## config.mk

```make
export PLATFORM = sky130hd
export DESIGN_NAME = ahb_ram_arbiter
export DESIGN_NICKNAME = d
export VERILOG_FILES = /design/src/rtl/ahb_ram_arbiter.sv
export SDC_FILE = /design/constraint.sdc
export NUM_CORES = 1
export LEC_CHECK = 0
export CAP_MARGIN = 20
export CORE_AREA = 4 4 128 130
export CTS_CLUSTER_DIAMETER = 30
export DETAILED_ROUTE_END_ITERATION = 6
export DIE_AREA = 0 0 132 134
export MAX_ROUTING_LAYER = met4
export PLACE_DENSITY = 0.78
export SLEW_MARGIN = 5
export SYNTH_ARGS = -nofsm -noshare
export SYNTH_HDL_FRONTEND = slang
export SYNTH_SLANG_ARGS = --single-unit
```

## constraint.sdc

```tcl
create_clock -name HCLK -period 3.3 [get_ports HCLK]
set_clock_uncertainty 0.2 [all_clocks]
set_input_delay 0.66 -clock HCLK [delete_from_list [all_inputs] [get_ports HCLK]]
set_output_delay 0.66 -clock HCLK [all_outputs]
set_load 0.03 [all_outputs]
```

## src/rtl/ahb_ram_arbiter.sv

```systemverilog
// Two-master AHB-Lite arbiter in front of a single AHB-Lite memory slave.
// Port 0 is normally the CPU and port 1 a DMA/video engine.
// When a live request loses arbitration, its address phase is parked in a
// per-port holding register. That master is then stalled with HREADYOUT low
// until the parked transfer is replayed and its data phase completes.
module ahb_ram_arbiter #(
    parameter int ADDR_WIDTH = 32,
    parameter bit FIXED_PRIO = 1'b0
) (
    input  logic                  HCLK,
    input  logic                  HRESETn,

    input  logic                  S0_HSEL,
    input  logic [ADDR_WIDTH-1:0] S0_HADDR,
    input  logic [1:0]            S0_HTRANS,
    input  logic [2:0]            S0_HSIZE,
    input  logic [3:0]            S0_HPROT,
    input  logic                  S0_HWRITE,
    input  logic [31:0]           S0_HWDATA,
    input  logic                  S0_HREADY,
    output logic                  S0_HREADYOUT,
    output logic [31:0]           S0_HRDATA,
    output logic                  S0_HRESP,

    input  logic                  S1_HSEL,
    input  logic [ADDR_WIDTH-1:0] S1_HADDR,
    input  logic [1:0]            S1_HTRANS,
    input  logic [2:0]            S1_HSIZE,
    input  logic [3:0]            S1_HPROT,
    input  logic                  S1_HWRITE,
    input  logic [31:0]           S1_HWDATA,
    input  logic                  S1_HREADY,
    output logic                  S1_HREADYOUT,
    output logic [31:0]           S1_HRDATA,
    output logic                  S1_HRESP,

    output logic                  M_HSEL,
    output logic [ADDR_WIDTH-1:0] M_HADDR,
    output logic [1:0]            M_HTRANS,
    output logic [2:0]            M_HSIZE,
    output logic [3:0]            M_HPROT,
    output logic                  M_HWRITE,
    output logic [31:0]           M_HWDATA,
    output logic                  M_HREADY,
    input  logic                  M_HREADYOUT,
    input  logic [31:0]           M_HRDATA,
    input  logic                  M_HRESP
);

    localparam logic [1:0] HTRANS_IDLE   = 2'b00;
    localparam logic [1:0] HTRANS_NONSEQ = 2'b10;

    typedef struct packed {
        logic [ADDR_WIDTH-1:0] addr;
        logic [2:0]            size;
        logic [3:0]            prot;
        logic                  write;
    } aph_t;

    aph_t aph0_live, aph1_live, aph0, aph1, m_aph;
    aph_t hold0_q, hold0_d, hold1_q, hold1_d;
    logic pend0_q, pend0_d, pend1_q, pend1_d;
    logic own_vld_q, own_vld_d, own_id_q, own_id_d;
    logic last_grant_q, last_grant_d;
    logic live0, live1, cand0, cand1, granted, win;
    logic own0, own1;

    // HTRANS[0] (SEQ vs NONSEQ) is deliberately ignored: every beat is re-issued as NONSEQ.
    logic unused_htrans;
    assign unused_htrans = S0_HTRANS[0] ^ S1_HTRANS[0];

    assign live0 = S0_HSEL & S0_HTRANS[1] & S0_HREADY;
    assign live1 = S1_HSEL & S1_HTRANS[1] & S1_HREADY;

    assign aph0_live = '{addr: S0_HADDR, size: S0_HSIZE, prot: S0_HPROT, write: S0_HWRITE};
    assign aph1_live = '{addr: S1_HADDR, size: S1_HSIZE, prot: S1_HPROT, write: S1_HWRITE};

    // A parked transfer takes precedence; a port is never parked and live at once.
    assign aph0 = pend0_q ? hold0_q : aph0_live;
    assign aph1 = pend1_q ? hold1_q : aph1_live;

    // Pick the winner and drive the slave address phase.
    // When nobody requests, the address bus is parked on the last winner's source.
    always_comb begin
        cand0    = pend0_q | live0;
        cand1    = pend1_q | live1;
        granted  = cand0 | cand1;
        win      = last_grant_q;
        if (cand0 && cand1) begin
            win = FIXED_PRIO ? 1'b0 : ~last_grant_q;
        end else if (granted) begin
            win = cand1;
        end
        m_aph    = win ? aph1 : aph0;
        M_HSEL   = granted & HRESETn;
        M_HTRANS = (granted && HRESETn) ? HTRANS_NONSEQ : HTRANS_IDLE;
        M_HADDR  = m_aph.addr;
        M_HSIZE  = m_aph.size;
        M_HPROT  = m_aph.prot;
        M_HWRITE = m_aph.write;
    end

    // Next-state: grants move only when the slave is ready; live losers are always parked.
    always_comb begin
        pend0_d      = pend0_q;
        pend1_d      = pend1_q;
        hold0_d      = hold0_q;
        hold1_d      = hold1_q;
        own_vld_d    = own_vld_q;
        own_id_d     = own_id_q;
        last_grant_d = last_grant_q;
        if (M_HREADYOUT) begin
            own_vld_d = granted;
            own_id_d  = win;
            if (granted) begin
                last_grant_d = win;
                if (win) pend1_d = 1'b0;
                else     pend0_d = 1'b0;
            end
            if (live0 && win) begin
                pend0_d = 1'b1;
                hold0_d = aph0_live;
            end
            if (live1 && !win) begin
                pend1_d = 1'b1;
                hold1_d = aph1_live;
            end
        end else begin
            if (live0) begin
                pend0_d = 1'b1;
                hold0_d = aph0_live;
            end
            if (live1) begin
                pend1_d = 1'b1;
                hold1_d = aph1_live;
            end
        end
    end

    // State registers; reset drops every parked request and any data-phase ownership.
    always_ff @(posedge HCLK or negedge HRESETn) begin
        if (!HRESETn) begin
            pend0_q      <= 1'b0;
            pend1_q      <= 1'b0;
            hold0_q      <= '0;
            hold1_q      <= '0;
            own_vld_q    <= 1'b0;
            own_id_q     <= 1'b0;
            last_grant_q <= 1'b1;
        end else begin
            pend0_q      <= pend0_d;
            pend1_q      <= pend1_d;
            hold0_q      <= hold0_d;
            hold1_q      <= hold1_d;
            own_vld_q    <= own_vld_d;
            own_id_q     <= own_id_d;
            last_grant_q <= last_grant_d;
        end
    end

    assign own0 = own_vld_q & ~own_id_q;
    assign own1 = own_vld_q &  own_id_q;

    // Data phase: the owner sees the slave's ready/response, and a parked port is held off.
    assign S0_HREADYOUT = own0 ? M_HREADYOUT : ~pend0_q;
    assign S1_HREADYOUT = own1 ? M_HREADYOUT : ~pend1_q;
    assign S0_HRESP     = own0 & M_HRESP;
    assign S1_HRESP     = own1 & M_HRESP;
    assign S0_HRDATA    = M_HRDATA;
    assign S1_HRDATA    = M_HRDATA;
    assign M_HWDATA     = own_id_q ? S1_HWDATA : S0_HWDATA;
    assign M_HREADY     = M_HREADYOUT;

endmodule

```

==> impl_metrics.csv <==
group,metric,value,unit
logic_synthesis,syn_nets,633,
power,pwr-share-seq,0.321,
critical_path,worst-endpoint-arrival,2.34,ns
power,combPwrFrac,0.475,
timing,min_period,3.20,ns
power,p_sw,0.00164,W
job,maxCapViolations,0,
logic_synthesis,yosysUniqueCellTypes,28,
grt,grt_pass1_vias,4565,
critical_path,max_stage_delay,0.47,ns
detailed_routing,drtIter0Drc,131,
logic_synthesis,syn_area,5470,um^2
logic_synthesis,syn_inst,445,
critical_path,critPathBufInv,3,
critical_path,reg2reg_depth,5,
logic_synthesis,ys_warn_count,0,
logic_synthesis,synth-seq-cells,85,
critical_path,r2r-end,"hold0_q[16]",
logic_synthesis,synth-edff-count,0,
detailed_routing,vias,4091,
detailed_routing,wl_per_cell,22.5,um
run_status,status,"finished clean",
clock_tree,clock_path_buffers,2,
critical_path,r2r_slack,1.08,ns
detailed_routing,remaining_drc_errors,0,
critical_path,worstPathRequired,2.44,ns
place,placed_area,7420,um^2
final_layout,design_area,7690,um^2
timing,post-route-period-util,0.970,
grt,antenna_found_initial,0,
floorplanning,chipHeight,134,um
final_layout,final_nets,797,
power,power_frac_clock,0.203,
timing,setup_viol,0,
grt,grtUsageTotal,0.207,
floorplanning,rows,45,
grt,grt_max_degree,47,
detailed_routing,wl,18000,um
logic_synthesis,async_flop_share,1.00,
logic_synthesis,synth_flop_cell,"dfrtp_1",
clock_tree,clock-sinks,85,
critical_path,crit_chain,"clkdlybuf4s50_1, a31o_1, mux2_2, buf_12, mux2i_1, buf_4",
logic_synthesis,avgSynthCellArea,12.3,um^2
floorplanning,die_w,132,um
timing,max_freq,312,MHz
grt,grt_pass1_wl,27100,um
clock_tree,cts_buffers,9,
timing,rsz0062_at_grt,"false",
critical_path,cp_slowest_cell,"clkdlybuf4s50_1",
power,power_per_cell_area,585,nW/um^2
logic_synthesis,yosysSeqAreaShare,0.389,
critical_path,crit_fanout,23,
detailed_routing,viasPerCell,5.11,
final_layout,drive_gt1_frac,0.287,
power,cell_internal_pwr,0.00287,W
grt,grt_overflow,0,
final_layout,syn_to_final_growth,40.8,%
clock_tree,path_clk_slew,0.06,ns
detailed_routing,drtPass1Iterations,4,
floorplanning,coreArea,15100,um^2
clock_tree,clk_latency,0.34,ns
floorplanning,pin_count,332,
power,vdd_drop_max,0.348,mV
floorplanning,dieArea,17700,um^2
detailed_routing,postRouteAntennaNets,0,
clock_tree,cts_hold_buf,0,
critical_path,r2r_start,"pend1_q",
place,gp_congestion,0.886,
timing,slew_headroom,0.598,
clock_tree,root_buffer,"clkbuf_16",
clock_tree,h-tree-depth,3,
timing,finalSetupTns,0,ns
timing,drv_slew,0,
critical_path,critPathLaunchType,"input pin",
clock_tree,cts_tree,"done",
critical_path,crit_type,"in -> out",
critical_path,cpLargestDelayFamily,"buffers and inverters",
critical_path,critPathCaptureType,"output pin",
power,swShare,0.364,
place,dp.final_hpwl,14400,um
power,p_leak,3.14,nW
floorplanning,initial_core_util,0.361,
place,port_buffers,232,
timing,worstMarginPinSlew,0.603,ns
final_layout,fillCellCount,1316,
final_layout,antenna_cells,0,
timing,finalHoldViolCount,0,
hold_path,holdCritPathClass,"in -> async",
timing,fin_worst_hold_slack,0.221,ns
==> registers in the layout (all words and copies together) (netlist names) <==
register,count
hold1_q,40
own_id_q,1
hold0_q,40
pend0_q,1
own_vld_q,1
pend1_q,1
last_grant_q,1
==> power by group through the flow <==
stage | combinational (W) | clock (W) | sequential (W)
finish | 0.00214 | 0.000916 | 0.00145
global route | 0.00226 | 0.000997 | 0.00148
CTS | 0.00216 | 0.000949 | 0.00145
detailed placement | 0.00215 | 0 | 0.00147
global placement | 0.00213 | 0 | 0.00145
floorplan | 0.00150 | 0 | 0.00142
==> placed cells by master (no fill, tap or decap), types with 2 or more instances in the layout <==
cell / synthesis / layout
clkdlybuf4s50_1: 0 / 189
mux2i_1: 120 / 119
mux2_2: 96 / 96
dfrtp_1: 84 / 82
buf_4: 71 / 55
mux2_1: 17 / 17
clkbuf_16: 0 / 9
nor2_1: 5 / 5
a31oi_1: 4 / 4
clkinv_2: 0 / 4
buf_12: 0 / 4
a21oi_1: 3 / 3
nand2_1: 3 / 3
nand3_1: 3 / 3
nand2b_1: 2 / 2
dfrtp_2: 0 / 2
==> area by class of cell <==
cell class                 count  area [um^2]  share of cell area
tap                          188          235              0.0306
clock buffer                  10          239              0.0311
sequential                    85         2130               0.277
clock inverter                 5         27.5             0.00358
inverter                       1         3.75            0.000488
multi-input combinational    264         2670               0.347
timing repair buffer         248         2380               0.310
==> cell usage after synthesis (all sizes together), types with 2 or more instances <==
cell type  count  area (um^2)
a31oi          5         37.5
dfrtp         84         2100
mux2         113         1270
nor2           5         18.8
a21oi          4         23.8
clkbuf         7         26.3
nand2b         2         12.5
a21boi         2         15.0
nand3          3         15.0
mux2i        120         1200
nand2          3         11.3
buf           88          653
==> worst reg2reg max path: stages (launching register included) <==
cell	delay (ns)
dfrtp_2	0.37
buf_4	0.38
nand2b_1	0.19
a31oi_4	0.23
buf_4	0.33
mux2_2	0.40
==> worst max path at each step <==
| stage | start | end | slack (ns) | depth (start not counted) |
|---|---|---|---|---|
| final | S0_HREADY | M_HADDR[31] | 0.1 | 6 |
| after detailed placement | S0_HREADY | M_HWRITE | 0.06 | 6 |
| after floorplan | S1_HSEL | M_HADDR[0] | 0.44 | 5 |
| after global routing | S0_HREADY | M_HADDR[31] | 0.004 | 6 |
| after global placement | S0_HREADY | M_HWRITE | 0.09 | 6 |
| after CTS | S0_HREADY | M_HWRITE | 0.06 | 6 |
==> metal layers <==
layer / wire [um] / track usage / share of wire / up-vias
met1: 6470 / 0.212 / 0.36 / 1989
met2: 9430 / 0.362 / 0.52 / 214
met4: 569 / 0.0881 / 0.032 / 0
met3: 1540 / 0.0698 / 0.086 / 43
li1: - / - / - / 1845
met5: 0 / - / 0 / -
==> cells by family (layout without fill, tap and decap cells) <==
family | count (synthesis) | after routing | share of synthesized area
multiplexers | 233 | 233 | 0.453
other | 1 | 1 | 0.000686
flip-flops | 85 | 85 | 0.389
buffers and inverters | 96 | 264 | 0.125
AO/OA/AOI/OAI | 14 | 14 | 0.0179
AND/OR/NAND/NOR | 16 | 16 | 0.0144
==> what timing repair did <==
| action | CTS | global route |
|---|---|---|
| endpoints found under the setup margin | 0 | 1 |
| gates resized for setup | 0 | 1 |
| setup buffers | 0 | 0 |
==> metrics by stage <==
stage,util,cells,power (W),setup WS (ns)
finish,0.508,801,0.00450,0.0980
global route,0.508,801,0.00474,0.00446
CTS,0.508,801,0.00456,0.0572
detailed placement,0.490,786,0.00362,0.0616
global placement,0.490,786,0.00357,0.0922
floorplan,-,445,0.00292,0.437
Power figures use the tool's default switching activity.
==> RTL change: new RTL, same settings <==
Set the parameter `ADDR_WIDTH` to 64 (it was 32).
--- a/src/rtl/ahb_ram_arbiter.sv
+++ b/src/rtl/ahb_ram_arbiter.sv
@@ -4,7 +4,7 @@
 // per-port holding register. That master is then stalled with HREADYOUT low
 // until the parked transfer is replayed and its data phase completes.
 module ahb_ram_arbiter #(
-    parameter int ADDR_WIDTH = 32,
+    parameter int ADDR_WIDTH = 64,
     parameter bit FIXED_PRIO = 1'b0
 ) (
     input  logic                  HCLK,
Ports: changed (resized M_HADDR, S0_HADDR and S1_HADDR); port bits go from 332 to 428. No check against the original RTL was run, so the function may have changed too.
==> RTL change against the original RTL <==
- final area rose by 62%
- wire length increased by 63%
- first-iteration DRC count increased by 120%
- register-to-register slack got worse by 0.37 ns
- total power increased by 75%
- sequential power increased by 77%
- sequential cell count grew 64
- core utilization rose by 31 points
- critical path type unchanged
- area after synthesis is 62% higher
- setup slack got worse by 0.040 ns
==> RTL change: results (changes against the original RTL) <==
metric	value	unit	change
crit path to	M_HADDR[18]		
final WL	29350	um	+63%
layout cells sized above 1	29.01	%	+0.29 points
synth unique cells	27		-3.6%
Non-clock buffers, area share	28.00	%	-3.0 points
PwrDens	635.2	nW/um^2	+8.5%
final non-filler cell total	1154		+44%
outcome	finished, final reports clean		
register fraction of the total cell area	30.03	%	+2.3 points
sequential area share after synthesis	42.19	%	+3.2 points
CP max FO	13		-43%
Worst R2R End	hold0_q[59]		
Max IR drop VDD	429.1	uV	+23%
Worst R2R Start	pend1_q		
Cell Area, Placed	11780	um^2	+59%
Synth Area in Compound Gates	1.203	%	-0.58 points
detailed placement HPWL	22700	um	+57%
#MultiIn Comb	424		+61%
Multi-input gate area	4369	um^2	+63%
Clock power frac	24.4	%	+4.1 points
Pleak	5.186	nW	+65%
Hold WC Path Type	in -> async		
placer's final routability congestion estimate	0.8967		+1.3%
Setup Slack @ Placement	0.04213	ns	-0.01946 ns
CLK BUF	23		+13
syn nets	937		+48%
Clock Latency Late Sink	0.41	ns	+0.07 ns
fin crit share	98.25	%	+1.2 points
DP Cell Count	1110		+41%
first-pass GRT wire length	42860	um	+58%
Setup crit start	S1_HSEL		
diode count	11		+11
post-synthesis mux area share	47.00	%	+1.7 points
Largest regs	hold0_q (72), hold1_q (72)		
Crit path largest cell delay	0.52	ns	+0.05 ns
worst relative slew slack	42.50	%	-17 points
Buffers excl. clock	350		+41%
Vias	6631		+62%
net switching power	2.766	mW	+69%
synth top area cells	dfrtp_1 42%, mux2i_1 24%, mux2_2 18%		
H-tree Lvls	4		+1
initial antenna violation count	9		+9
number of global-route vias before repair	7401		+62%
register-to-register setup slack	0.71	ns	-0.37 ns
CTS Buf Count	17		+8
top cells by count, synth	216 x mux2i_1, 148 x dfrtp_1, 140 x mux2_2		
post-synthesis register bit count	149		+75%
Area growth syn-to-layout	40.76	%	about the same
initial DRC count	282		+120%
Worst Path Arrival	2.38	ns	+0.04 ns
Flop pwr share	32.5	%	+0.4 points
## RTL change: cell types whose count changed after synthesis, sizes merged
cell,before,now
mux2,113,177
buf,88,103
mux2i,120,216
clkbuf,7,8
dfrtp,84,148
## RTL change: routing by layer
metal	up-vias	global-route usage (%)	share of wire (%)
li1	2958	-	-
met3	67	17.29	12
met2	339	51.97	48
met1	3267	35.00	36
met5	-	-	0
met4	0	14.82	3.9
## RTL change: what timing repair did
action / CTS / global route
setup endpoints to repair: 0 / 2
resized for setup: 0 / 6
buffers inserted: 0 / 1
hold endpoints to repair: 0 / 0
hold buffers: 0 / 0
## RTL change: worst min-delay path by stage
stage / from / endpoint / slack (ns)
floorplan: HRESETn / hold0_q[0] / 0.16
global placement: hold1_q[58] / hold1_q[58] / 0.27
detailed placement: hold1_q[37] / hold1_q[37] / 0.27
CTS: HRESETn / hold1_q[64] / 0.27
global route: HRESETn / hold1_q[67] / 0.28
finish: HRESETn / hold1_q[67] / 0.15
